### config.mk
export PLATFORM = sky130hd
export DESIGN_NAME = hs_mem_sdpram_pipe
export DESIGN_NICKNAME = d
export VERILOG_FILES = /design/src/rtl/hs_mem_pkg.sv /design/src/rtl/hs_mem_rd_pipe.sv /design/src/rtl/hs_mem_sdpram_pipe.sv
export SDC_FILE = /design/constraint.sdc
export NUM_CORES = 1
export LEC_CHECK = 0
export BUFFER_PORTS_ARGS = -buffer_cell sky130_fd_sc_hd__buf_4
export CORE_UTILIZATION = 58
export CTS_CLUSTER_SIZE = 30
export DETAILED_ROUTE_END_ITERATION = 7
export GPL_ROUTABILITY_DRIVEN = 0
export PLACE_DENSITY = 0.8
export SYNTH_ARGS = -nofsm -noshare
export SYNTH_HDL_FRONTEND = slang
export SYNTH_HIERARCHICAL = 1
export SYNTH_SLANG_ARGS = --single-unit
### constraint.sdc
create_clock -name clk -period 1.5 [get_ports clk]
set_input_delay 0 -clock clk [delete_from_list [all_inputs] [get_ports clk]]
set_output_delay 0 -clock clk [all_outputs]
set_load 0.05 [all_outputs]
### src/rtl/hs_mem_pkg.sv
// Shared memory-block types and helpers for the hs_mem family.
// Provides the read-during-write policy enum and the byte-lane merge.
package hs_mem_pkg;

  typedef enum logic {
    RDW_OLD_DATA = 1'b0,
    RDW_NEW_DATA = 1'b1
  } rdw_mode_e;

  localparam int unsigned HS_MEM_MAX_RD_LATENCY = 3;
  localparam int unsigned HS_MEM_MAX_DW = 256;
  localparam int unsigned HS_MEM_MAX_BYTES = 32;

  typedef logic [HS_MEM_MAX_DW-1:0] hs_word_t;
  typedef logic [HS_MEM_MAX_BYTES-1:0] hs_ben_t;

  // Callers zero-extend into the max-width types and truncate the result.
  function automatic hs_word_t byte_merge(
    input hs_word_t    old_w,
    input hs_word_t    new_w,
    input hs_ben_t     ben,
    input int unsigned bw
  );
    hs_word_t m;
    logic [4:0] lane;
    m = old_w;
    for (int unsigned i = 0; i < HS_MEM_MAX_DW; i++) begin
      lane = 5'((i / bw) % HS_MEM_MAX_BYTES);
      if (ben[lane]) m[i] = new_w[i];
    end
    return m;
  endfunction

endpackage

### src/rtl/hs_mem_rd_pipe.sv
// Resettable data+valid shift pipeline behind the array read stage.
// STAGES=0 degenerates to wires; data only advances with its valid.
module hs_mem_rd_pipe #(
  parameter int unsigned DW     = 32,
  parameter int unsigned STAGES = 0
) (
  input  logic          clk,
  input  logic          rst_n,
  input  logic          in_v,
  input  logic [DW-1:0] in_d,
  output logic          out_v,
  output logic [DW-1:0] out_d
);

  if (STAGES == 0) begin : g_wire
    logic unused_ctl;
    assign unused_ctl = ^{clk, rst_n};
    assign out_v = in_v;
    assign out_d = in_d;
  end else begin : g_regs
    logic [STAGES-1:0] v;
    logic [DW-1:0]     d [STAGES];

    always_ff @(posedge clk) begin
      if (!rst_n) begin
        v <= '0;
        for (int i = 0; i < int'(STAGES); i++) d[i] <= '0;
      end else begin
        v[0] <= in_v;
        if (in_v) d[0] <= in_d;
        for (int i = 1; i < int'(STAGES); i++) begin
          v[i] <= v[i-1];
          if (v[i-1]) d[i] <= d[i-1];
        end
      end
    end

    assign out_v = v[STAGES-1];
    assign out_d = d[STAGES-1];
  end

endmodule

### src/rtl/hs_mem_sdpram_pipe.sv
// 1W/1R simple dual-port RAM: byte enables, 1..3 cycle read, RDW policy.
// Optional power-up clear FSM: HS_MEM_SDPRAM_PIPE_CLEAR_EN.
module hs_mem_sdpram_pipe
  import hs_mem_pkg::*;
#(
  parameter int unsigned DATA_WIDTH = 32,
  parameter int unsigned BYTE_WIDTH = 8,
  parameter int unsigned DATA_DEPTH = 16,
  parameter int unsigned RD_LATENCY = 1,
  parameter rdw_mode_e   RDW_MODE   = RDW_OLD_DATA,
  localparam int unsigned NUM_BYTES  = DATA_WIDTH / BYTE_WIDTH,
  localparam int unsigned ADDR_WIDTH = $clog2(DATA_DEPTH)
) (
  input  logic                  clk,
  input  logic                  rst_n,
  input  logic [ADDR_WIDTH-1:0] waddr,
  input  logic [DATA_WIDTH-1:0] wdata,
  input  logic [NUM_BYTES-1:0]  wben,
  input  logic                  wen,
  input  logic [ADDR_WIDTH-1:0] raddr,
  input  logic                  ren,
  output logic [DATA_WIDTH-1:0] rdata,
  output logic                  rvalid,
  output logic                  init_busy
);

  localparam int unsigned MEM_DEPTH = 2 ** ADDR_WIDTH;

  if (RD_LATENCY < 1 || RD_LATENCY > HS_MEM_MAX_RD_LATENCY) begin : g_bad_lat
    $error("hs_mem_sdpram_pipe: RD_LATENCY must be 1..3");
  end
  if (BYTE_WIDTH == 0 || DATA_WIDTH % BYTE_WIDTH != 0) begin : g_bad_bw
    $error("hs_mem_sdpram_pipe: DATA_WIDTH not a multiple of BYTE_WIDTH");
  end
  if (DATA_WIDTH > HS_MEM_MAX_DW || NUM_BYTES > HS_MEM_MAX_BYTES) begin : g_bad_dw
    $error("hs_mem_sdpram_pipe: DATA_WIDTH too wide");
  end
  if (DATA_DEPTH < 2 || DATA_DEPTH > 1048576) begin : g_bad_depth
    $error("hs_mem_sdpram_pipe: DATA_DEPTH must be 2..1048576");
  end

  logic [DATA_WIDTH-1:0] mem [MEM_DEPTH];

  logic                  busy;
  logic                  waddr_ok;
  logic                  raddr_ok;
  logic                  we;
  logic [ADDR_WIDTH-1:0] wa;
  logic [DATA_WIDTH-1:0] wd;
  logic [NUM_BYTES-1:0]  wbe;
  logic                  rd_go;
  logic                  collide;
  logic [DATA_WIDTH-1:0] old_word;
  logic [DATA_WIDTH-1:0] merged;
  logic [DATA_WIDTH-1:0] rd_word;
  logic                  s1_v;
  logic [DATA_WIDTH-1:0] s1_d;

`ifdef HS_MEM_SDPRAM_PIPE_CLEAR_EN
  localparam logic [0:0] ST_CLEAR = 1'b0;
  localparam logic [0:0] ST_RUN   = 1'b1;
  localparam logic [ADDR_WIDTH-1:0] LAST_ADDR = ADDR_WIDTH'(DATA_DEPTH - 1);

  logic [0:0]            state;
  logic [ADDR_WIDTH-1:0] clr_addr;

  always_ff @(posedge clk) begin
    if (!rst_n) begin
      state    <= ST_CLEAR;
      clr_addr <= '0;
    end else if (state == ST_CLEAR) begin
      if (clr_addr == LAST_ADDR) state <= ST_RUN;
      else clr_addr <= clr_addr + 1'b1;
    end
  end

  assign busy = (state == ST_CLEAR);
`else
  assign busy = 1'b0;
`endif

  assign init_busy = busy;
  assign waddr_ok  = (32'(waddr) < DATA_DEPTH);
  assign raddr_ok  = (32'(raddr) < DATA_DEPTH);

  // Single write port, borrowed by the clear sequencer while busy.
  always_comb begin
    we  = wen & waddr_ok & ~busy;
    wa  = waddr;
    wd  = wdata;
    wbe = wben;
`ifdef HS_MEM_SDPRAM_PIPE_CLEAR_EN
    if (busy) begin
      we  = 1'b1;
      wa  = clr_addr;
      wd  = '0;
      wbe = '1;
    end
`endif
  end

  always_ff @(posedge clk) begin
    if (we) begin
      for (int i = 0; i < int'(NUM_BYTES); i++) begin
        if (wbe[i]) mem[wa][i*BYTE_WIDTH +: BYTE_WIDTH] <= wd[i*BYTE_WIDTH +: BYTE_WIDTH];
      end
    end
  end

  assign rd_go    = ren & ~busy;
  assign collide  = wen & waddr_ok & ~busy & (waddr == raddr);
  assign old_word = mem[raddr];
  assign merged   = DATA_WIDTH'(byte_merge(hs_word_t'(old_word),
                                           hs_word_t'(wdata),
                                           hs_ben_t'(wben),
                                           BYTE_WIDTH));

  always_comb begin
    rd_word = '0;
    if (raddr_ok) begin
      if (collide && RDW_MODE == RDW_NEW_DATA) rd_word = merged;
      else rd_word = old_word;
    end
  end

  always_ff @(posedge clk) begin
    if (!rst_n) begin
      s1_v <= 1'b0;
      s1_d <= '0;
    end else begin
      s1_v <= rd_go;
      if (rd_go) s1_d <= rd_word;
    end
  end

  hs_mem_rd_pipe #(
    .DW     (DATA_WIDTH),
    .STAGES (RD_LATENCY - 1)
  ) u_rd_pipe (
    .clk   (clk),
    .rst_n (rst_n),
    .in_v  (s1_v),
    .in_d  (s1_d),
    .out_v (rvalid),
    .out_d (rdata)
  );

endmodule

==> summary.md <==
| Metric | Value |
|---|---|
| WL final | 48.3 mm |
| Avg Cell Area, Syn | 16.2 um^2 |
| Worst-Skew Late Latency | just under 600 ps |
| First-pass GRT wire length | 72.6 mm |
| Most used cell, CP | nand3_1 |
| Stages on worst setup path | 7 |
| R2R Path Start | mem[6][16] |
| Routed Antenna Nets | 0 |
| Final Hold Fails | 0 |
| Layout cells sized above 1 | 0.177 |
| Largest family of logic cells by synthesized area | multiplexers |
| Slew Limit Fails | 0 |
| Final Util | 0.686 |
| Mux contribution to synthesized area | 0.120 |
| Pin count of the biggest net entering global routing | 65 |
| Gates resized, CTS repair | 0 |
| Seq/Total Area, Yosys | 0.749 |
| Top cells by area, synth | edfxtp_1 72%, mux2i_1 12%, dfxtp_1 3.1% |
| Max Clk Rate | 747 MHz |
| I/O Buffers | 80 |
| Max-cap violations | 0 |
| Die Ht | 194 um |
| DRC | 0 |
| R2r endpoint | s1_d[16] |
| CTS tree | built |
| CP bufs+invs | 3 |
| Die width | 194 um |
| Post-DR wirelength/cell | 24.1 um |
| Die Area | 37700 um^2 |
| Critical path peak fanout | 37 |
| Crit path time final | 1340 ps |
| Commonest non-fill, non-tap cell in the layout | edfxtp_1 |
| RSZ-0062 raised after global routing | no |
| Via count | around 12000 |
| Worst path max stage delay | roughly 560 ps |
| Worst ir drop on vdd | 1.00 mV |
| Critical-path cell with the highest stage delay | dlygate4sd3_1 |
| CTS root buf | clkbuf_16 |
| Initial core utilization | 0.588 |
| Worst path required time | ~2000 ps |
| CP delay by family, top | buffers and inverters |
| Grt total ovfl | 0 |
| Simple logic cell fraction of the synthesized area | 0.0583 |
| Initial antenna violation count | 1 |
| Measured slew at the worst slew-check pin | 562 ps |
| Worst setup path end | s1_d[25] |
| Synth top area share | 0.718 |
| Clock sink count | 545 |
| Count of cell types in the netlist | 23 |
| Final setup viols | 0 |
| Crit-path cells | dlygate4sd3_1, buf_8, buf_12, mux2i_1, a22oi_1, nand3_1, nand3_1 |
| Outcome | completed |
| Setup Crit Path Kind | input pin to register |
| Compound-Gate Fraction of Synth Area | 0.0374 |
| Final setup skew | around 19 ps |
| Inserted Clock Buffers | 53 |
| Detail Placement HPWL | 29.6 mm |
| Worst setup path start | raddr[2] |
| Core ar. | about 36000 um^2 |
| Final worst path period share | 0.892 |
| Syn. warnings | 6 |
| Setup crit start kind | input pin |
| Total power divided by cell area | 1320 nW/um^2 |
| Gate Count Post-Synth | 1324 |
| Syn_nets | about 1400 |
| Post-CTS setup buffer count | 0 |
| Final TNS setup | 0 ps |
| # IOs | 82 |
| Synth Area in Adders | 0 |
| H-tree Lvls | 2 |
| Slew headroom | 0.624 |
| Worst hold slack | 28.0 ps |
| Drt first-iter violations | 1329 |
| Clk buf depth | 3 |
| Area grow syn2layout | 16.8% |
| First-pass DRT Iterations | 6 |
| Min-Delay Path Class | input pin to register |
| Vias in the first global route | 12307 |
| Critical Path Sink Type | register |
| Critical Path AT | 1820 ps |
| Vias/cell | 6.02 |
| Most frequent cells in the layout | 512 x edfxtp_1, 256 x mux2i_1, 163 x buf_4 |
| Leak pwr | roughly 9.2 nW |
| GRT Total Usage | 0.261 |
| R2r setup slk | about 340 ps |
| Post-synthesis instance area | 21400 um^2 |
| Final #Nets | 1536 |
| #FFs+latches synth | approximately 550 |
| Post-Synth XOR/XNOR Area | 0 |
| R2R depth | 4 |
| Area leader, netlist | edfxtp_1 |
| Clk slew on worst S/H paths | 60 ps |
| Post-CTS Hold Fix Bufs | 36 |
| Rows | 70 |
-- cell usage after synthesis (all sizes together) --
cell    count
clkbuf     27
nor2b       7
nand2     109
buf        77
a21oi      64
edfxtp    512
and2        2
mux2i     256
nand3b      1
nand3     103
a22oi      64
dfxtp      33
nor2       67
nand4       1
conb        1
-- registers in the layout (all words and copies together) (netlist names) --
signal	cells
s1_v	1
mem	512
s1_d	32
-- worst register-to-register path, cell delays in order, from the launching register on --
cell	delay [ps]
edfxtp_1	390
mux2i_1	300
a22oi_1	120
nand3_1	150
nand3_1	80
-- stage by stage --
stage          cell area [um^2]  instances  power [mW]  setup slack (ps)
2_1_floorplan             21400       1324        18.5               363
3_3_place_gp              22800       1865        19.2              67.3
3_5_place_dp              22800       1865        19.3              54.1
4_1_cts                   25000       2001        33.2               187
5_1_grt                   25000       2002        33.9               133
6_report                  25000       2002        33.0               162
-- routing by layer --
layer / GRT usage / routed length [um] / vias up / share of wire
met5: 0 / 0 / - / 0
met1: 0.336 / 18500 / 5991 / 0.38
met4: 0.102 / 1620 / 0 / 0.033
met2: 0.441 / 24400 / 586 / 0.50
met3: 0.0487 / 3820 / 115 / 0.079
li1: - / - / 5362 / -
-- power breakdown --
part           internal (mW)  switching [mW]  leakage [nW]  total, mW
sequential              16.9           0.108          4.89       17.0
clock                   8.48            5.51         0.928       14.0
combinational          0.716            1.35          3.35       2.07
total                   26.1            6.97          9.16       33.0
-- area by class of cell --
type,instances,area [um^2]
fill,2306,11400
antenna,1,2.50
timing repair buffer,213,1860
clock buffer,73,1560
multi-input combinational,675,4640
tap,468,586
sequential,545,16000
clock inverter,27,317
-- worst min-delay path by stage --
stage / to / slack [ps] / cells past startpoint / from
after floorplan: mem[0][0] / 100 / 0 / wdata[0]
after global placement: s1_v / 240 / 2 / rst_n
after detailed placement: s1_v / 250 / 2 / rst_n
after CTS: s1_d[21] / 50 / 6 / raddr[0]
after global routing: s1_d[12] / 100 / 6 / raddr[0]
final: s1_d[19] / 30 / 6 / raddr[0]
-- kinds of logic (layout without fill, tap and decap cells) --
kind of cell | Yosys count | count (layout)
DFF | 545 | 545
and+or+nand+nor | 290 | 290
muxes | 256 | 256
AOI/OAI and AO/OA | 128 | 128
buffers and inverters | 104 | 313
other | 1 | 2
No activity file was read; power rests on OpenSTA's default activity.
